[src/rtl/mux_arb_pkg.sv]
// Shared definitions for the two-requester round-robin mux arbiter:
// state encoding, default hold limit and hold counter sizing.
package mux_arb_pkg;

   typedef enum logic [1:0] {
      IDLE = 2'd0,
      G0   = 2'd1,
      G1   = 2'd2
   } arb_state_e;

   localparam int DEFAULT_MAX_HOLD = 4;

   // One spare bit keeps MAX_HOLD=1 at a legal, nonzero width.
   function automatic int hold_cnt_width(input int max_hold);
      return $clog2(max_hold) + 1;
   endfunction

endpackage

[src/rtl/mux_2_1.sv]
// Single-bit 2:1 multiplexer; s=0 passes i0, s=1 passes i1.
module mux_2_1 (
   input  logic i0,
   input  logic i1,
   input  logic s,
   output logic y
);

   assign y = s ? i1 : i0;

endmodule

[src/rtl/mux2_rr_arbiter.sv]
// Round-robin arbiter owning the select of a shared 2:1 data mux, with a
// bounded hold counter that forces rotation while both requesters wait.
module mux2_rr_arbiter
   import mux_arb_pkg::*;
#(
   parameter int WIDTH    = 1,
   parameter int MAX_HOLD = DEFAULT_MAX_HOLD
) (
   input  logic             clk,
   input  logic             rst_n,
   input  logic             req0,
   input  logic             req1,
   input  logic [WIDTH-1:0] d0,
   input  logic [WIDTH-1:0] d1,
   output logic             gnt0,
   output logic             gnt1,
   output logic             sel,
   output logic             out_valid,
   output logic [WIDTH-1:0] out_data
);

   localparam int CW = hold_cnt_width(MAX_HOLD);
   localparam logic [CW-1:0] HOLD_LAST = CW'(MAX_HOLD - 1);

   arb_state_e       state_q, state_d;
   logic [CW-1:0]    hold_cnt_q, hold_cnt_d;
   logic             last_q, last_d;
   logic             out_valid_q, out_valid_d;
   logic [WIDTH-1:0] out_data_q, out_data_d;
   logic [WIDTH-1:0] mux_y;
   logic             grant_hit;

   always_ff @(posedge clk) begin
      if (!rst_n) begin
         state_q     <= IDLE;
         hold_cnt_q  <= '0;
         last_q      <= 1'b1;
         out_valid_q <= 1'b0;
         out_data_q  <= '0;
      end else begin
         state_q     <= state_d;
         hold_cnt_q  <= hold_cnt_d;
         last_q      <= last_d;
         out_valid_q <= out_valid_d;
         out_data_q  <= out_data_d;
      end
   end

   // last_q records the requester most recently released; the other wins a tie.
   always_comb begin
      state_d    = state_q;
      hold_cnt_d = hold_cnt_q;
      last_d     = last_q;
      case (state_q)
         IDLE: begin
            if (req0 && (!req1 || last_q)) begin
               state_d    = G0;
               hold_cnt_d = '0;
            end else if (req1) begin
               state_d    = G1;
               hold_cnt_d = '0;
            end
         end
         G0: begin
            if (!req0) begin
               last_d     = 1'b0;
               hold_cnt_d = '0;
               state_d    = req1 ? G1 : IDLE;
            end else if (req1 && (hold_cnt_q == HOLD_LAST)) begin
               last_d     = 1'b0;
               hold_cnt_d = '0;
               state_d    = G1;
            end else if (hold_cnt_q != HOLD_LAST) begin
               hold_cnt_d = hold_cnt_q + CW'(1);
            end
         end
         G1: begin
            if (!req1) begin
               last_d     = 1'b1;
               hold_cnt_d = '0;
               state_d    = req0 ? G0 : IDLE;
            end else if (req0 && (hold_cnt_q == HOLD_LAST)) begin
               last_d     = 1'b1;
               hold_cnt_d = '0;
               state_d    = G0;
            end else if (hold_cnt_q != HOLD_LAST) begin
               hold_cnt_d = hold_cnt_q + CW'(1);
            end
         end
         default: begin
            state_d    = IDLE;
            hold_cnt_d = '0;
         end
      endcase
   end

   always_comb begin
      gnt0 = (state_q == G0);
      gnt1 = (state_q == G1);
      sel  = (state_q == G1);
   end

   for (genvar gi = 0; gi < WIDTH; gi++) begin : g_mux
      mux_2_1 u_mux (
         .i0 (d0[gi]),
         .i1 (d1[gi]),
         .s  (sel),
         .y  (mux_y[gi])
      );
   end

   // A grant only yields a sample while its owner is still requesting.
   always_comb begin
      grant_hit   = ((state_q == G0) && req0) || ((state_q == G1) && req1);
      out_valid_d = grant_hit;
      out_data_d  = grant_hit ? mux_y : out_data_q;
   end

   assign out_valid = out_valid_q;
   assign out_data  = out_data_q;

endmodule

[config.mk]
export PLATFORM = sky130hd
export DESIGN_NAME = mux2_rr_arbiter
export DESIGN_NICKNAME = d
export VERILOG_FILES = /design/src/rtl/mux_arb_pkg.sv /design/src/rtl/mux_2_1.sv /design/src/rtl/mux2_rr_arbiter.sv
export SDC_FILE = /design/constraint.sdc
export NUM_CORES = 1
export LEC_CHECK = 0
export CAP_MARGIN = 20
export CORE_MARGIN = 8
export CORE_UTILIZATION = 40
export DETAILED_ROUTE_END_ITERATION = 10
export GPL_ROUTABILITY_DRIVEN = 0
export RECOVER_POWER = 50
export SETUP_SLACK_MARGIN = 0.5
export SYNTH_ARGS = -nofsm -noshare
export SYNTH_HDL_FRONTEND = slang
export SYNTH_HIERARCHICAL = 1
export SYNTH_SLANG_ARGS = --single-unit
[constraint.sdc]
create_clock -name clk -period 4.7 [get_ports clk]
set_clock_uncertainty 0.15 [all_clocks]
set_input_delay 0.705 -clock clk [delete_from_list [all_inputs] [get_ports clk]]
set_output_delay 0.705 -clock clk [all_outputs]
set_load 0.01 [all_outputs]
==> qor.txt <==
stage delay of the slowest cell on the critical path - 0.61 ns
area of the mapped netlist - 543.0 µm²
count of pins over their slew limit - 0
fraction of power consumed by the clock network - 0.139
via count of the first global-routing pass - 389
number of warning messages in the yosys log - 6
peak fanout along the critical path - 9
worst max-slew margin expressed relative to the limit - 0.7578
type of the worst setup path - reg -> out
Residual DRC - 0
pin count of the biggest net entering global routing - 12
Total Nets Final - 82
overall track demand over capacity in global routing - 0.07962
Skew-Pair Late Insertion Delay - 0.25 ns
R2R setup slack - 2.78 ns
Netlist cell types - 32
ANT cells - 0
Die Y - 52.85 µm
Final Util - 0.5151
HPWL Detailed - 825.9 µm
antenna violations before repair - 0
worst IR drop on VDD - 0.2344 mV
layout cell share with drive strength beyond 1 - 0.1159
Gate Count Post-Synth - 59
number of buffers inserted to repair setup after CTS - 0
count of input and output buffers - 10
average size of a mapped cell - 9.204 µm²
final sum of negative setup slack - 0 ns
standard cell with the maximum stage delay on the critical path - clkdlybuf4s50_1
leakage power total - 0.2764 nW
CTS tree - done
reported net switching power - 0.1404 mW
cells traversed along the worst timing path - inv_1, ha_1, clkdlybuf4s50_1
status - finished, final reports clean
Core Region - 1285 µm²
worst setup path endpoint - gnt1
post-route ant nets - 0
beginning of the critical path - state_q[0]
unrepaired setup endpoints after global routing - no
total detailed-routing wirelength - 1027 µm
initial standard-cell utilization of the core - 0.4226
Worst-Margin Slew - 0.3621 ns
cell count of the worst hold path - 2
count of instances resized after the clock tree is built - 0
worst path bufs/invs - 2
number of cells on the critical path - 3
portion of the clock cycle consumed by the worst path in the final layout - 0.5282
crit end category - output port
endpoint of the worst-slack reg-to-reg timing path - state_q[1]
CP top delay family - buffers and inverters
area of the die - 2793 µm²
# H-tree levels - 1
setup violation total in the final timing report - 0
switching share of total power - 0.3897
required time at the worst-slack endpoint - 3.85 ns
sort of element at the start of the critical path - flop
Vias/cell - 5.238
total via count in the routed design - 440
sequential power share - 0.272
number of placement rows - 13
#FFs+latches synth - 8
number of violations reported at the end of detailed-routing iteration 0 - 7
total grt overflow - 0
final worst path period need - 2.483 ns
Max Buffers Root-to-Sink - 2
post-synthesis to final-layout area growth - 21.89%
fmax - 0.4028 GHz
WP data arrival - 1.63 ns
die width - 52.85 µm
clock slew at the register clock pins of the worst setup and hold paths - 0.05 ns
CTS Root Buffer Type - clkbuf_4
number of primary I/O pins - 11
wire length of the first global-routing pass - 1704 µm
number of buffers added to fix hold violations after cts - 0
final hold violations - 0
number of clock sinks seen by CTS - 8
Worst Reg-to-Reg Cells - 6
fraction of the yosys area taken by sequential cells - 0.2949
combinational fraction of design power - 0.588
max_cap viols - 0
Pint - 0.2199 mW
worst hold-check path type - reg -> reg
First-pass DRT Iterations - 4
nets in the synthesized netlist - 70
launch point of the worst reg-to-reg path - state_q[0]
average routed wire per standard cell - 12.23 µm
Pwr Density - 544.2 nW/µm²
total clock buffers created by CTS - 3
## cell usage after synthesis (all sizes together)
cell type  instances  area share
o211a              1       0.018
ha                 5        0.12
a21oi              2       0.018
inv                4       0.028
a31o               1       0.016
or3                1       0.012
o32a               1       0.018
nor2b              1       0.012
mux2               1       0.028
nor2               2       0.014
a21boi             1       0.014
a211oi             1       0.037
buf                3       0.041
a22oi              1       0.014
o32ai              2       0.032
nand2              7       0.048
or2b               1       0.014
nand3              2       0.018
o21ai              2       0.025
and2               1       0.012
a22o               1       0.016
nor3               1      0.0092
and3b              2       0.039
dfxtp              8        0.29
o2111ai            1       0.016
a21bo              1       0.018
nand2b             3       0.035
mux2i              2       0.037
## worst min-delay path by stage
stage,from,endpoint,slack (ns)
final,out_data,out_data,0.32
after detailed placement,out_data,out_data,0.31
after global placement,out_data,out_data,0.29
after global routing,hold_cnt_q[2],hold_cnt_q[2],0.34
after floorplan,hold_cnt_q[2],hold_cnt_q[2],0.29
after CTS,out_data,out_data,0.31
## area by class of cell
type	instances	area, µm²
fill	121	623.1
multi-input combinational	44	345.3
sequential	8	160.2
timing repair buffer	10	100.1
clock buffer	3	22.52
tap	15	18.77
inverter	4	15.01
## per-layer routing
metal | GRT usage | up-vias | wire [µm]
met5 | 0 | - | 0
met1 | 0.1053 | 192 | 516
met4 | 0.05172 | 0 | 25
li1 | - | 233 | -
met3 | 0.02273 | 4 | 83
met2 | 0.1074 | 11 | 401
## tightest hold or removal path: cells and delay by family, from the launching register on
family           cells  cell delay [ns]
AND/OR/NAND/NOR      1             0.05
flip-flops           1             0.30
AO/OA/AOI/OAI        1             0.07
## cells by family after synthesis
| group | after synthesis | share of synthesized area |
|---|---|---|
| simple gates | 21 | 0.2120 |
| buf+inv | 7 | 0.06911 |
| fa+ha+maj | 5 | 0.1152 |
| flops | 8 | 0.2949 |
| compound gates | 15 | 0.2443 |
| mux | 3 | 0.06451 |
## stage by stage
stage	hold WS, ns	area [µm²]	power (mW)	cells	worst slack, ns
6_report	0.3161	661.9	0.3602	84	2.217
5_1_grt	0.3368	661.9	0.3903	84	2.113
2_1_floorplan	0.2918	543.0	0.2571	59	2.907
3_5_place_dp	0.3057	639.4	0.3156	81	2.182
3_3_place_gp	0.2925	639.4	0.3170	81	2.191
4_1_cts	0.3124	661.9	0.3678	84	2.189
## registers in the layout, summed over array words and instances (netlist names)
| signal | cells |
|---|---|
| hold_cnt_q | 3 |
| state_q | 2 |
| last_q | 1 |
| out_valid | 1 |
| out_data | 1 |
## cells in the final DEF, fill, tap and decap left out, types with 2 or more instances in the layout
master,netlist,routed
nor2_1,2,2
a21oi_1,2,2
ha_1,5,5
o32ai_1,2,2
nand2_1,7,7
nand3_1,2,2
dfxtp_1,8,8
nand2b_1,3,3
clkbuf_4,0,3
inv_1,4,4
mux2i_1,2,2
clkdlybuf4s50_1,0,7
dlygate4sd3_1,0,3
## power groups by stage
| stage | registers, mW | logic, mW | clock network, mW |
|---|---|---|---|
| global route | 0.101 | 0.234 | 0.0559 |
| CTS | 0.0984 | 0.217 | 0.0529 |
| global placement | 0.0990 | 0.218 | 0 |
| finish | 0.0982 | 0.212 | 0.0501 |
| detailed placement | 0.0999 | 0.216 | 0 |
| floorplan | 0.0983 | 0.159 | 0 |
Power figures use the tool's default switching activity.
